<file path="src/rtl/mvm_host_sequencer.sv">
// Host-side sequencer for the MVM accelerator. It buffers one job from a
// valid/ready input stream and bursts it into the MVM with load pulses. After
// the start pulse it collects the K results and returns them on a valid/ready
// output stream.
module mvm_host_sequencer #(
    parameter int K         = 8,
    parameter int B         = 8,
    parameter int GAP       = 2,
    parameter int OUT_DELAY = 1
) (
    input  logic                  clk,
    input  logic                  reset,
    input  logic                  s_valid,
    output logic                  s_ready,
    input  logic signed [B-1:0]   s_data,
    output logic                  m_valid,
    input  logic                  m_ready,
    output logic signed [2*B-1:0] m_data,
    output logic                  busy,
    output logic                  mvm_load_matrix,
    output logic                  mvm_load_vector,
    output logic                  mvm_start,
    output logic signed [B-1:0]   mvm_data_in,
    input  logic                  mvm_done,
    input  logic signed [2*B-1:0] mvm_data_out
);

    localparam int NW = K*K + K;
    localparam int SW = $clog2(NW);
    localparam int RW = (K > 1) ? $clog2(K) : 1;
    localparam int GW = $clog2(GAP + 1);
    localparam int DW = $clog2(OUT_DELAY + 1);

    localparam logic [SW-1:0] LAST_WORD = SW'(NW - 1);
    localparam logic [SW-1:0] LAST_MAT  = SW'(K*K - 1);
    localparam logic [RW-1:0] LAST_RES  = RW'(K - 1);
    localparam logic [GW-1:0] LAST_GAP  = GW'(GAP - 1);
    localparam logic [DW-1:0] LAST_DLY  = DW'(OUT_DELAY - 1);

    localparam logic [3:0] FILL      = 4'd0;
    localparam logic [3:0] LOAD_M    = 4'd1;
    localparam logic [3:0] BURST_M   = 4'd2;
    localparam logic [3:0] GAP_M     = 4'd3;
    localparam logic [3:0] LOAD_V    = 4'd4;
    localparam logic [3:0] BURST_V   = 4'd5;
    localparam logic [3:0] GAP_V     = 4'd6;
    localparam logic [3:0] START     = 4'd7;
    localparam logic [3:0] WAIT_DONE = 4'd8;
    localparam logic [3:0] CAPTURE   = 4'd9;
    localparam logic [3:0] DRAIN     = 4'd10;

    logic [3:0]    state;
    logic [SW-1:0] sidx;
    logic [RW-1:0] ridx;
    logic [GW-1:0] gcnt;
    logic [DW-1:0] dcnt;

    logic signed [B-1:0]   stage  [0:NW-1];
    logic signed [2*B-1:0] result [0:K-1];

    // Control path: job sequencing, burst/gap/result counters.
    // The stage index keeps running from the matrix burst into the vector burst.
    always_ff @(posedge clk) begin
        if (reset) begin
            state <= FILL;
            sidx  <= '0;
            ridx  <= '0;
            gcnt  <= '0;
            dcnt  <= '0;
        end else begin
            case (state)
                FILL: begin
                    if (s_valid) begin
                        if (sidx == LAST_WORD) begin
                            sidx  <= '0;
                            state <= LOAD_M;
                        end else begin
                            sidx <= sidx + 1'b1;
                        end
                    end
                end
                LOAD_M:  state <= BURST_M;
                BURST_M: begin
                    sidx <= sidx + 1'b1;
                    if (sidx == LAST_MAT) begin
                        gcnt  <= '0;
                        state <= GAP_M;
                    end
                end
                GAP_M: begin
                    if (gcnt == LAST_GAP) state <= LOAD_V;
                    else                  gcnt  <= gcnt + 1'b1;
                end
                LOAD_V:  state <= BURST_V;
                BURST_V: begin
                    if (sidx == LAST_WORD) begin
                        sidx  <= '0;
                        gcnt  <= '0;
                        state <= GAP_V;
                    end else begin
                        sidx <= sidx + 1'b1;
                    end
                end
                GAP_V: begin
                    if (gcnt == LAST_GAP) state <= START;
                    else                  gcnt  <= gcnt + 1'b1;
                end
                START:   state <= WAIT_DONE;
                WAIT_DONE: begin
                    if (mvm_done) begin
                        dcnt  <= '0;
                        ridx  <= '0;
                        state <= CAPTURE;
                    end
                end
                CAPTURE: begin
                    // Hold off OUT_DELAY-1 cycles, then take one result per cycle.
                    if (dcnt != LAST_DLY) begin
                        dcnt <= dcnt + 1'b1;
                    end else if (ridx == LAST_RES) begin
                        ridx  <= '0;
                        state <= DRAIN;
                    end else begin
                        ridx <= ridx + 1'b1;
                    end
                end
                DRAIN: begin
                    if (m_ready) begin
                        if (ridx == LAST_RES) begin
                            ridx  <= '0;
                            state <= FILL;
                        end else begin
                            ridx <= ridx + 1'b1;
                        end
                    end
                end
                default: state <= FILL;
            endcase
        end
    end

    // Data path: staging buffer writes and result capture; contents need no reset
    // because every output that exposes them is gated by state.
    always_ff @(posedge clk) begin
        if (state == FILL && s_valid)
            stage[sidx] <= s_data;
        if (state == CAPTURE && dcnt == LAST_DLY)
            result[ridx] <= mvm_data_out;
    end

    // Outputs are decoded from state so each pulse is exactly one cycle wide.
    assign s_ready         = (state == FILL);
    assign busy            = (state != FILL);
    assign m_valid         = (state == DRAIN);
    assign m_data          = (state == DRAIN) ? result[ridx] : '0;
    assign mvm_load_matrix = (state == LOAD_M);
    assign mvm_load_vector = (state == LOAD_V);
    assign mvm_start       = (state == START);
    assign mvm_data_in     = (state == BURST_M || state == BURST_V) ? stage[sidx] : '0;

endmodule

</file>
<file path="config.mk">
export PLATFORM = sky130hd
export DESIGN_NAME = mvm_host_sequencer
export DESIGN_NICKNAME = d
export VERILOG_FILES = /design/src/rtl/mvm_host_sequencer.sv
export SDC_FILE = /design/constraint.sdc
export NUM_CORES = 1
export LEC_CHECK = 0
export ABC_CLOCK_PERIOD_IN_PS = 3370
export CORE_MARGIN = 5
export CORE_UTILIZATION = 60
export CTS_CLUSTER_SIZE = 30
export DETAILED_ROUTE_END_ITERATION = 16
export PLACE_DENSITY = 0.83
export SLEW_MARGIN = 25
export SYNTH_ARGS = -nofsm -noshare
export SYNTH_HDL_FRONTEND = slang
export SYNTH_SLANG_ARGS = --single-unit
export TNS_END_PERCENT = 10
</file>
<file path="constraint.sdc">
create_clock -name clk -period 3.37 [get_ports clk]
set_input_delay 0.8425 -clock clk [delete_from_list [all_inputs] [get_ports clk]]
set_output_delay 0.8425 -clock clk [all_outputs]
set_load 0.01 [all_outputs]
</file>
==> impl_metrics.ini <==
[cts]
tritoncts = yes
clk_latency_ps = 620
cts.path.max_buffers = 3
cts-htree-levels = 3
cts_root_buf = clkbuf_16
clock-sinks = 730
path_clk_slew_ps = 60
numCtsBuffers = 71

[timing]
layout_setup_ws_ps = -463
period_share = 1.14
setup_violations = 8
rsz0062_at_grt = true
period_needed_ps = 3830
slew_viol_final = 0
tightest_slew_ps = 927
slew_headroom = 0.382
fmax_ghz = 0.261
setup_tns_ps = -3030
hold_viol = 0
fin_skew_ps = 30.7
holdWs_ps = 498

[synth]
synthMuxAreaShare = 0.161
synthAdderAreaFrac = 0.00174
yosys.area_share.simple = 0.0393
yosysSeqAreaShare = 0.753
synth_area_leader_cell = edfxtp_1
synth_area_leaders = edfxtp_1 (74%), mux4_2 (12%), mux2i_1 (2.6%), dfxtp_1 (1.8%), nor2_1 (1.7%)
synth-edff-count = 704
synth_fp_nets = 1455
synth_top_family_by_area = multiplexers
ys_ff_latch = 730
yosysWarningCount = 0
synth_top_area_share = 0.735
synthCells = 1422
synthesis.area_um2 = 28700
synth_flop_cell = edfxtp_1
async_flop_share = 0
synth_compound_area_frac = 0.0242
ys_types = 58
synth_xor_xnor_area_share = 0.00213
synth.avg_cell_area_um2 = 20.2

[route]
dr.first_iter.drc_count = 2148
ant_nets = 0
routed_wl_um = 72100
wire_per_inst_um = 30.3
viasPerCell = 6.74
drc = 0
num_vias = 16000
dr.pass1.iters = 5

[critical_path]
r2r-start = state[0]
crit_arrival_ps = 2990
r2r_setup_slack_ps = 620
criticalPathCategory = reg -> out
cp-start-kind = register
crit_family = multiplexers
end_kind = output port
critical_path.max_fanout = 6
crit_chain = buf_12, mux4_1, mux2_2, a221oi_4, buf_4, a2111oi_1, a211o_1, buf_2
path_buf_inv = 3
worstRegToRegCells = 8
critical_path.slowest_cell = mux4_1
cpPeakStageDelay_ps = 590
required_ps = 2530
r2r_end = stage[17][6]

[floorplan]
start_util = 0.605
rows = 80
die_w_um = 229
io_pins = 59
core-area_um2 = 47500
die_area_um2 = 52400
die_y_um = 229

[grt]
grt_pass1_vias = 16300
grt_usage = 0.276
antenna_found_initial = 0
grt_pass1_wl_um = 107000
grt-ovfl-total = 0
grt_start_max_net_pins = 73

[min_path]
whs_endpoint = gcnt[1]
hp-start = gcnt[1]
min_delay_path_depth = 2
hp-class = reg -> reg

[finish]
syn_to_final_growth_pct = 19.4
drive_above_1_share = 0.327
fillers = 2479
mostFrequentLayoutCells = edfxtp_1 (704), buf_4 (205), mux4_2 (159)
final_common_cell = edfxtp_1
finalNetCount = 1746
seq_area_um2 = 21700
finalInstanceArea_um2 = 34300
multiInputGateArea_um2 = 6860
instances_no_fill = 2382

[placed_design]
io_buffer_count = 58
gp_congestion = 0.923
dp_slack_ps = -205
post-place-cells = 2229
place_hpwl_um = 40100
place_area_um2 = 31300

[run_status]
outcome = finished with violations
violations = negative setup slack

[job]
drv_cap = 0

[power_and_ir_drop]
power_switching_share = 0.231
combPwrFrac = 0.128
p_int_mw = 15.9
ir_drop_mv = 0.611
p_leak_nw = 11.2
power_frac_seq = 0.487
p_clk_frac = 0.384
p_per_area_nw_per_um2 = 601
p_switching_mw = 4.77
[sequential cells by signal, indices dropped and copies added, names as in the netlist, named ones only]
name,flops
ridx,3
gcnt,2
result,128
sidx,7
stage,576
state,4
[per-stage QoR]
stage	total power, mW	utilization
after CTS	20.5	0.720
final	20.6	0.722
after detailed placement	12.4	0.659
after floorplan	11.6	-
after global routing	21.2	0.722
after global placement	12.3	0.659
[worst min-delay path, delay by kind of cell (launching register included)]
family,cells,cell delay (ps)
flops,1,330
compound gates,1,70
simple gates,1,70
[cell families after synthesis]
group	count (synthesis)
AO/OA/AOI/OAI	102
adder cells (fa/ha/maj)	4
XOR/XNOR	7
multiplexers	250
AND/OR/NAND/NOR	243
buffers and inverters	86
flip-flops	730
[worst max-delay path by stage]
stage                  start        endpoint  slack, ps  cells past startpoint
floorplan           register  mvm_data_in[7]        690                      8
global placement    register  mvm_data_in[3]       -200                      7
detailed placement  register  mvm_data_in[3]       -210                      7
CTS                 register  mvm_data_in[3]       -400                      8
global route        register  mvm_data_in[1]       -470                     10
finish              register  mvm_data_in[3]       -460                      8
[cell usage after synthesis, types with 5 or more instances]
cell type / count
buf_4: 11
o21ai_0: 14
mux4_1: 9
nand3b_1: 10
a221oi_1: 5
nor2_1: 127
nand2_1: 38
buf_6: 13
a31oi_1: 6
nand2b_1: 8
nand4_1: 6
a21oi_1: 27
buf_2: 26
edfxtp_1: 704
nand3_1: 8
xor2_1: 6
o221ai_1: 6
mux2i_1: 75
mux2_2: 8
a221o_1: 6
inv_1: 10
nor2b_1: 8
nor3_1: 14
clkbuf_1: 23
a22oi_1: 12
dfxtp_1: 26
mux4_2: 158
[routing by layer]
layer | GRT usage | vias up | routed length, um
li1 | - | 6433 | -
met1 | 0.362 | 8217 | 25200
met2 | 0.465 | 1157 | 36500
met3 | 0.0564 | 240 | 6880
met4 | 0.106 | 2 | 3450
met5 | 0 | - | 21
[timing repair]
action / 4_1_cts / 5_1_grt
setup endpoints to repair: 26 / 16
hold buffers: 0 / 0
pin swaps: 23 / 11
resized for setup: 108 / 21
setup buffers: 22 / 0
gates cloned: 5 / 0
[layout make-up]
class | count | share of cell area
antenna | 1 | 0.0000729
clock buffer | 91 | 0.0560
clock inverter | 35 | 0.0109
inverter | 10 | 0.00109
multi-input combinational | 606 | 0.200
sequential | 730 | 0.632
tap | 615 | 0.0224
timing repair buffer | 294 | 0.0781
[power groups by stage]
stage / Sequential, mW / Combinational, mW / Clock, mW
floorplan: 10.2 / 1.37 / 0
global placement: 10.2 / 2.09 / 0
detailed placement: 10.2 / 2.16 / 0
CTS: 10.1 / 2.56 / 7.93
global route: 10.1 / 2.76 / 8.39
finish: 10.1 / 2.65 / 7.93
(Power assumes the default switching activity.)
